### src/rtl/sha256_msg_sched_if.sv
`default_nettype none
// ============================================================================
// Module   : sha256_msg_sched_if
// Brief    : Message-word input and round-output bundle of sha256_msg_sched.
//            STALL exists only when SCHED_STALL_EN is defined.
// Revision : 1.0 - initial release
// ============================================================================
interface sha256_msg_sched_if;
  logic        WORD_VALID;
  logic [31:0] WORD_IN;
  logic        WORD_READY;
  logic        INIT;
  logic        ROUND_VALID;
  logic [5:0]  I;
  logic [31:0] W_OUT;
  logic [31:0] K_OUT;
  logic        DONE;
`ifdef SCHED_STALL_EN
  logic        STALL;

  modport master (
    output WORD_VALID, WORD_IN, STALL,
    input  WORD_READY, INIT, ROUND_VALID, I, W_OUT, K_OUT, DONE
  );
  modport slave (
    input  WORD_VALID, WORD_IN, STALL,
    output WORD_READY, INIT, ROUND_VALID, I, W_OUT, K_OUT, DONE
  );
`else
  modport master (
    output WORD_VALID, WORD_IN,
    input  WORD_READY, INIT, ROUND_VALID, I, W_OUT, K_OUT, DONE
  );
  modport slave (
    input  WORD_VALID, WORD_IN,
    output WORD_READY, INIT, ROUND_VALID, I, W_OUT, K_OUT, DONE
  );
`endif
endinterface
`default_nettype wire

### src/rtl/sha256_msg_sched.sv
`default_nettype none
// ============================================================================
// Module   : sha256_msg_sched
// Brief    : SHA-256 message scheduler; loads 16 words, emits W_t/K_t for 64
//            rounds. Optional macro SCHED_STALL_EN adds the STALL input.
// Revision : 1.0 - initial release
// ============================================================================
module sha256_msg_sched #(
  parameter int K_ROM_DEPTH = 64
) (
  input  wire logic          CLK,
  input  wire logic          RESET,
  sha256_msg_sched_if.slave  bus
);

  generate
    if (K_ROM_DEPTH != 64) begin : g_bad_depth
      $error("sha256_msg_sched: K_ROM_DEPTH must be 64");
    end
  endgenerate

  localparam logic [2:0] S_IDLE   = 3'd0;
  localparam logic [2:0] S_LOAD   = 3'd1;
  localparam logic [2:0] S_PRIME  = 3'd2;
  localparam logic [2:0] S_ROUNDS = 3'd3;
  localparam logic [2:0] S_FIN    = 3'd4;

  localparam logic [31:0] c_k [0:63] = '{
    32'h428a2f98, 32'h71374491, 32'hb5c0fbcf, 32'he9b5dba5,
    32'h3956c25b, 32'h59f111f1, 32'h923f82a4, 32'hab1c5ed5,
    32'hd807aa98, 32'h12835b01, 32'h243185be, 32'h550c7dc3,
    32'h72be5d74, 32'h80deb1fe, 32'h9bdc06a7, 32'hc19bf174,
    32'he49b69c1, 32'hefbe4786, 32'h0fc19dc6, 32'h240ca1cc,
    32'h2de92c6f, 32'h4a7484aa, 32'h5cb0a9dc, 32'h76f988da,
    32'h983e5152, 32'ha831c66d, 32'hb00327c8, 32'hbf597fc7,
    32'hc6e00bf3, 32'hd5a79147, 32'h06ca6351, 32'h14292967,
    32'h27b70a85, 32'h2e1b2138, 32'h4d2c6dfc, 32'h53380d13,
    32'h650a7354, 32'h766a0abb, 32'h81c2c92e, 32'h92722c85,
    32'ha2bfe8a1, 32'ha81a664b, 32'hc24b8b70, 32'hc76c51a3,
    32'hd192e819, 32'hd6990624, 32'hf40e3585, 32'h106aa070,
    32'h19a4c116, 32'h1e376c08, 32'h2748774c, 32'h34b0bcb5,
    32'h391c0cb3, 32'h4ed8aa4a, 32'h5b9cca4f, 32'h682e6ff3,
    32'h748f82ee, 32'h78a5636f, 32'h84c87814, 32'h8cc70208,
    32'h90befffa, 32'ha4506ceb, 32'hbef9a3f7, 32'hc67178f2
  };

  function automatic logic [31:0] f_rotr(input logic [31:0] x, input int unsigned n);
    return (x >> n) | (x << (32 - n));
  endfunction

  function automatic logic [31:0] f_s0(input logic [31:0] x);
    return f_rotr(x, 7) ^ f_rotr(x, 18) ^ (x >> 3);
  endfunction

  function automatic logic [31:0] f_s1(input logic [31:0] x);
    return f_rotr(x, 17) ^ f_rotr(x, 19) ^ (x >> 10);
  endfunction

  logic [2:0]  r_state;
  logic [2:0]  w_next_state;
  logic [3:0]  r_cnt;
  logic [5:0]  r_t;
  logic [31:0] r_buf [0:15];

  logic        w_stall;
  logic        w_word_ready;
  logic        w_xfer;
  logic [3:0]  w_t4;
  logic [3:0]  w_ix2;
  logic [3:0]  w_ix7;
  logic [3:0]  w_ix15;
  logic [31:0] w_sched;

`ifdef SCHED_STALL_EN
  assign w_stall = bus.STALL;
`else
  assign w_stall = 1'b0;
`endif

  assign w_word_ready = ((r_state == S_IDLE) || (r_state == S_LOAD)) && !RESET;
  assign w_xfer       = bus.WORD_VALID && w_word_ready;

  // The circular buffer holds W(t-16)..W(t-1); 4-bit index arithmetic wraps mod 16.
  assign w_t4   = r_t[3:0];
  assign w_ix2  = w_t4 - 4'd2;
  assign w_ix7  = w_t4 - 4'd7;
  assign w_ix15 = w_t4 + 4'd1;

  always_comb begin
    w_sched = r_buf[w_t4];
    if (r_t[5:4] != 2'b00) begin
      w_sched = f_s1(r_buf[w_ix2]) + r_buf[w_ix7] + f_s0(r_buf[w_ix15]) + r_buf[w_t4];
    end
  end

  always_ff @(posedge CLK) begin
    if (RESET) begin
      r_state <= S_IDLE;
    end else begin
      r_state <= w_next_state;
    end
  end

  always_comb begin
    w_next_state = r_state;
    case (r_state)
      S_IDLE:   if (w_xfer) w_next_state = S_LOAD;
      S_LOAD:   if (w_xfer && (r_cnt == 4'd15)) w_next_state = S_PRIME;
      S_PRIME:  if (!w_stall) w_next_state = S_ROUNDS;
      S_ROUNDS: if (!w_stall && (r_t == 6'd63)) w_next_state = S_FIN;
      S_FIN:    w_next_state = S_IDLE;
      default:  w_next_state = S_IDLE;
    endcase
  end

  always_ff @(posedge CLK) begin
    if (RESET) begin
      r_cnt <= 4'd0;
      r_t   <= 6'd0;
      for (int j = 0; j < 16; j++) begin
        r_buf[j] <= 32'd0;
      end
    end else begin
      case (r_state)
        S_IDLE: begin
          if (w_xfer) begin
            r_buf[0] <= bus.WORD_IN;
            r_cnt    <= 4'd1;
          end
        end
        S_LOAD: begin
          if (w_xfer) begin
            r_buf[r_cnt] <= bus.WORD_IN;
            r_cnt        <= r_cnt + 4'd1;
          end
        end
        S_PRIME: begin
          r_t <= 6'd0;
        end
        S_ROUNDS: begin
          // Overwrites W(t-16), the oldest entry, which this round has just consumed.
          if (!w_stall) begin
            r_buf[w_t4] <= w_sched;
            if (r_t != 6'd63) begin
              r_t <= r_t + 6'd1;
            end
          end
        end
        S_FIN: begin
          r_t <= 6'd0;
        end
        default: begin
          r_t <= 6'd0;
        end
      endcase
    end
  end

  always_comb begin
    bus.WORD_READY  = w_word_ready;
    bus.INIT        = 1'b0;
    bus.ROUND_VALID = 1'b0;
    bus.I           = r_t;
    bus.W_OUT       = 32'd0;
    bus.K_OUT       = 32'd0;
    bus.DONE        = 1'b0;
    case (r_state)
      S_PRIME: begin
        bus.INIT = !w_stall;
      end
      S_ROUNDS: begin
        bus.ROUND_VALID = !w_stall;
        bus.W_OUT       = w_sched;
        bus.K_OUT       = c_k[r_t];
      end
      S_FIN: begin
        bus.DONE = 1'b1;
      end
      default: begin
        bus.DONE = 1'b0;
      end
    endcase
  end

endmodule
`default_nettype wire

### src/flat_wrapper.sv
// flat-port wrapper written by rule: the top's interface ports become plain ports
module sha256_msg_sched_flat 
#(
  parameter int K_ROM_DEPTH = 64
)
  (CLK, RESET, bus_WORD_VALID, bus_WORD_IN, bus_WORD_READY, bus_INIT, bus_ROUND_VALID, bus_I, bus_W_OUT, bus_K_OUT, bus_DONE);
  sha256_msg_sched_if bus_i ();
  input  wire logic CLK;
  input  wire logic RESET;
  input wire logic [$bits(bus_i.WORD_VALID)-1:0] bus_WORD_VALID;
  input wire logic [$bits(bus_i.WORD_IN)-1:0] bus_WORD_IN;
  output wire logic [$bits(bus_i.WORD_READY)-1:0] bus_WORD_READY;
  output wire logic [$bits(bus_i.INIT)-1:0] bus_INIT;
  output wire logic [$bits(bus_i.ROUND_VALID)-1:0] bus_ROUND_VALID;
  output wire logic [$bits(bus_i.I)-1:0] bus_I;
  output wire logic [$bits(bus_i.W_OUT)-1:0] bus_W_OUT;
  output wire logic [$bits(bus_i.K_OUT)-1:0] bus_K_OUT;
  output wire logic [$bits(bus_i.DONE)-1:0] bus_DONE;
  assign bus_i.WORD_VALID = bus_WORD_VALID;
  assign bus_i.WORD_IN = bus_WORD_IN;
  assign bus_WORD_READY = bus_i.WORD_READY;
  assign bus_INIT = bus_i.INIT;
  assign bus_ROUND_VALID = bus_i.ROUND_VALID;
  assign bus_I = bus_i.I;
  assign bus_W_OUT = bus_i.W_OUT;
  assign bus_K_OUT = bus_i.K_OUT;
  assign bus_DONE = bus_i.DONE;
  sha256_msg_sched #(.K_ROM_DEPTH(K_ROM_DEPTH)) u_core (.CLK(CLK), .RESET(RESET), .bus(bus_i));
endmodule
### config.mk
export PLATFORM = sky130hd
export DESIGN_NAME = sha256_msg_sched_flat
export DESIGN_NICKNAME = d
export VERILOG_FILES = /design/src/rtl/sha256_msg_sched_if.sv /design/src/rtl/sha256_msg_sched.sv /design/src/flat_wrapper.sv
export SDC_FILE = /design/constraint.sdc
export NUM_CORES = 2
export LEC_CHECK = 0
export BUFFER_PORTS_ARGS = -buffer_cell sky130_fd_sc_hd__buf_2
export CORE_MARGIN = 4
export CORE_UTILIZATION = 64
export DETAILED_ROUTE_END_ITERATION = 8
export PLACE_DENSITY = 0.81
export SLEW_MARGIN = 20
export SYNTH_ARGS = -nofsm -noshare
export SYNTH_HDL_FRONTEND = slang
export SYNTH_SLANG_ARGS = --single-unit
export TNS_END_PERCENT = 20
### constraint.sdc
create_clock -name CLK -period 11.1 [get_ports CLK]
set_clock_uncertainty 0.15 [all_clocks]
set_input_delay 2.775 -clock CLK [delete_from_list [all_inputs] [get_ports CLK]]
set_output_delay 2.775 -clock CLK [all_outputs]
set_load 0.05 [all_outputs]
==> qor.csv <==
metric,value,unit
final std cells w/o fill,3964,
via count of the first global-routing pass,32300,
worst vdd rail ir drop,0.176,mV
Psw,1740,uW
overall via count from detail_route,32700,
clock buffers created by TritonCTS,55,
global-route wire length before repair,224000,um
number of endpoints with negative hold slack in the final report,0,
number of synthesized flops with an enable pin,512,
R2R Setup Slk,2940,ps
cell area power density,130,nW/um^2
Routed WL,156000,um
largest fanout on the critical path,22,
chain of cells forming the critical path,ha_1 -> buf_4 -> inv_1 -> ha_4 -> buf_12 -> mux4_2 -> mux2i_1 -> mux2i_2 -> xnor2_1 -> xnor2_1 -> fa_1 -> inv_1 -> fa_1 -> inv_1 -> ha_1 -> and4_2 -> o21ai_0 -> a21boi_0 -> o21a_1 -> or3_1 -> nand3_1 -> a21oi_1 -> buf_12,
worst endpoint data arrival time,8080,ps
clock transition time at the flip-flop clock pins of the worst setup and hold paths,60,ps
worst path required time,8180,ps
relative area change from synthesis to final layout,8.30,%
# port buffers,108,
Hold Crit Class,reg2reg,
Final ANT Viol Nets,0,
number of maximum-capacitance violations,0,
met1 layer wirelength in the final routing,46500,um
top cell types by occurrence after synthesis,"nor2_1, edfxtp_1, mux4_2, nand2_1, clkbuf_1",
crit path capture type,output pin,
critical path startpoint,u_core.bus.I[0]$_SDFFE_PP0P_,
#FFs+latches synth,529,
Cell Int Power,3810,uW
Root Buffer,clkbuf_16,
buffers and inverters on the worst path,6,
final layout net count,3284,
Via density,8.24,
count of final max-slew check failures,0,
detailed-route DRC error count,0,
leading cell type by number of instances after synthesis,nor2_1,
total negative setup slack,0,ps
status,"finished, final reports clean",
total congestion overflow after global routing,0,
minimum clock period after layout,11000,ps
Vert. Die Dim,257,um
Crit path depth,23,
fraction of final layout cells sized beyond drive strength 1,0.280,
DRC marker count from the first detailed-route iteration,5848,
"Avg Cell Area, Syn",12.5,sq um
most used flip-flop cell after synthesis,edfxtp_1,
Crit Path Class,reg2out,
Top Ports,109,
startpoint of the worst register-to-register path,u_core.bus.I[0]$_SDFFE_PP0P_,
Reg area,15700,sq um
Core Rows,90,
nets in the synthesized netlist,3321,
family with the most delay on the worst path,adder cells,
power share of the clock group,0.347,
met2 wire len,68100,um
count of hold-fix buffers inserted at cts,0,
slew margin rel.,0.155,
clock tree sinks,529,
placeable core region,60800,sq um
number of cells on the worst reg-to-reg path,26,
Cell Count Post-Placement,3844,
net switching fraction of the power,0.314,
leading post-synthesis cells by cell area,"edfxtp_1, mux4_2, nor2_1, fa_1, xnor2_1",
DIE WIDTH,257,um
global-route total usage across every layer,0.470,
detailed-routing iteration count for the pre-antenna-repair pass,6,
initial standard-cell utilization of the core,0.650,
combinational cell fraction of total power,0.234,
CTS tree,done,
cell type with the largest total area after synthesis,edfxtp_1,
area share of the largest cell type after synthesis,0.389,
detailed placer's ending HPWL,98300,um
H-tree Lvls,2,
wire per inst,39.3,um
weighted congestion at the end of routability-driven global placement,1.03,
YS warnings,0,
startpoint class of the critical path,register,
highest routed metal layer,met5,
cell at the slowest stage of the critical path,a21boi_0,
combined area of the multi-input logic cells,22300,sq um
register area share after synthesis,0.397,
Worst Tran Pin Value,1270,ps
gate count after technology mapping,3173,
terminus of the critical flop-to-flop path,u_core.r_buf[0][22]$_DFFE_PP_,
netlist area before placement,39500,sq um
Leakage,0.0148,uW
library cell appearing most often on the critical path,inv_1,
maximum single-stage delay on the critical path,620,ps
number of fill cells in the layout,4096,
Finish-stage setup viols,0,
highest clock rate,90.9,MHz
capturing instance or port of the critical path,bus_W_OUT[20],
unique cell type count in the Yosys netlist,80,
Flop pwr share,0.419,
area of the die,65800,sq um
Synth async-reset ratio,0,
initial antenna violation count,1,
maximum root-to-sink buffer count,3,
largest net degree at the start of global routing,103,
detailed route wirelength on metal3,26200,um
period utilization,0.991,
Worst-Skew Late Latency,690,ps
## stage by stage
step	worst slack, ps	total power, uW	hold slack [ps]	utilization	area, sq um
floorplan	119	3200	348	-	39500
global placement	778	3550	407	0.669	40700
detailed placement	749	3580	426	0.670	40700
CTS	1.54	5450	442	0.700	42500
global route	-5.77	5700	474	0.704	42800
finish	96.3	5550	450	0.704	42800
## layout make-up
class                           count  area share
Antenna cell                        1   0.0000584
Clock buffer                       65      0.0330
Clock inverter                     37     0.00918
Inverter                          119      0.0104
Multi-Input combinational cell   2221       0.521
Sequential cell                   529       0.368
Tap cell                          782      0.0229
Timing Repair Buffer              210      0.0357
## metal layers
| layer | vias to the layer above | GRT usage |
|---|---|---|
| li1 | 12200 | - |
| met1 | 15700 | 0.575 |
| met4 | 4 | 0.327 |
| met3 | 1002 | 0.180 |
| met5 | - | 0.00950 |
| met2 | 3806 | 0.692 |
## worst min path at each step
stage	from	depth (start not counted)	slack (ps)	endpoint
detailed placement	u_core.bus.I[2]$_SDFFE_PP0P_	2	430	register
finish	u_core.r_cnt[3]$_SDFFE_PP0P_	2	450	u_core.r_cnt[3]$_SDFFE_PP0P_
floorplan	u_core.r_cnt[1]$_SDFFE_PP0P_	2	350	u_core.r_cnt[1]$_SDFFE_PP0P_
CTS	u_core.r_cnt[3]$_SDFFE_PP0P_	2	440	u_core.r_cnt[3]$_SDFFE_PP0P_
global route	u_core.r_cnt[1]$_SDFFE_PP0P_	2	470	u_core.r_cnt[1]$_SDFFE_PP0P_
global placement	u_core.bus.I[2]$_SDFFE_PP0P_	2	410	register
## power by group through the flow
stage               clock network [uW]  registers [uW]  logic, uW
global route                      1990            2330       1380
detailed placement                   0            2360       1220
finish                            1930            2330       1300
CTS                               1900            2320       1230
floorplan                            0            2330        862
global placement                     0            2350       1200
## flip-flops by register name, indices dropped and copies added (netlist names), named ones only
name / flops
u_core.r_cnt: 4
u_core.r_state: 3
u_core.r_buf: 512
u_core.bus.I: 6
## timing repair
action | in CTS | in global routing
pin swaps | 1 | 3
endpoints found under the setup margin | 1 | 15
buffers inserted | 1 | 13
gates resized for setup | 0 | 11
## worst register-to-register path, cell delays in order, from the launching register on
cell and delay (ps):
dfxtp_4 530, ha_1 200, buf_4 220, inv_1 290
ha_4 440, buf_12 240, mux4_2 550, mux2i_1 330
mux2i_2 230, xnor2_1 320, xnor2_1 150, fa_1 550
inv_1 60, fa_1 470, inv_1 40, ha_1 380
and4_2 340, nand2_1 90, a211oi_1 290, a211oi_1 90
buf_4 180, o21ai_0 290, a21boi_0 210, xnor2_1 230
buf_4 180, o21ai_2 640, o21ai_0 220
## cells by family after synthesis
kind of cell,count (synthesis),share of synthesized area
buffers and inverters,423,0.0453
DFF,529,0.397
muxes,532,0.297
adders and majority gates,113,0.0475
xor gates and xnor gates,144,0.0325
AOI/OAI and AO/OA,475,0.0760
and+or+nand+nor,957,0.104
## cells in the final DEF (no fill, tap or decap), types with 13 or more instances in the layout
cell type / instances
nor3_1: 123
xor2_1: 18
buf_2: 107
clkinv_1: 18
a211oi_1: 24
o21a_1: 13
nand3_1: 27
nand2_1: 156
nor2_1: 518
mux4_2: 505
a31oi_1: 20
ha_1: 47
mux2i_1: 17
edfxtp_1: 512
a21o_1: 27
clkbuf_16: 55
fa_1: 62
o21ai_0: 128
nand2_2: 25
inv_1: 115
a21oi_1: 114
o211ai_1: 23
xnor2_1: 121
buf_4: 84
(Power assumes the default switching activity.)
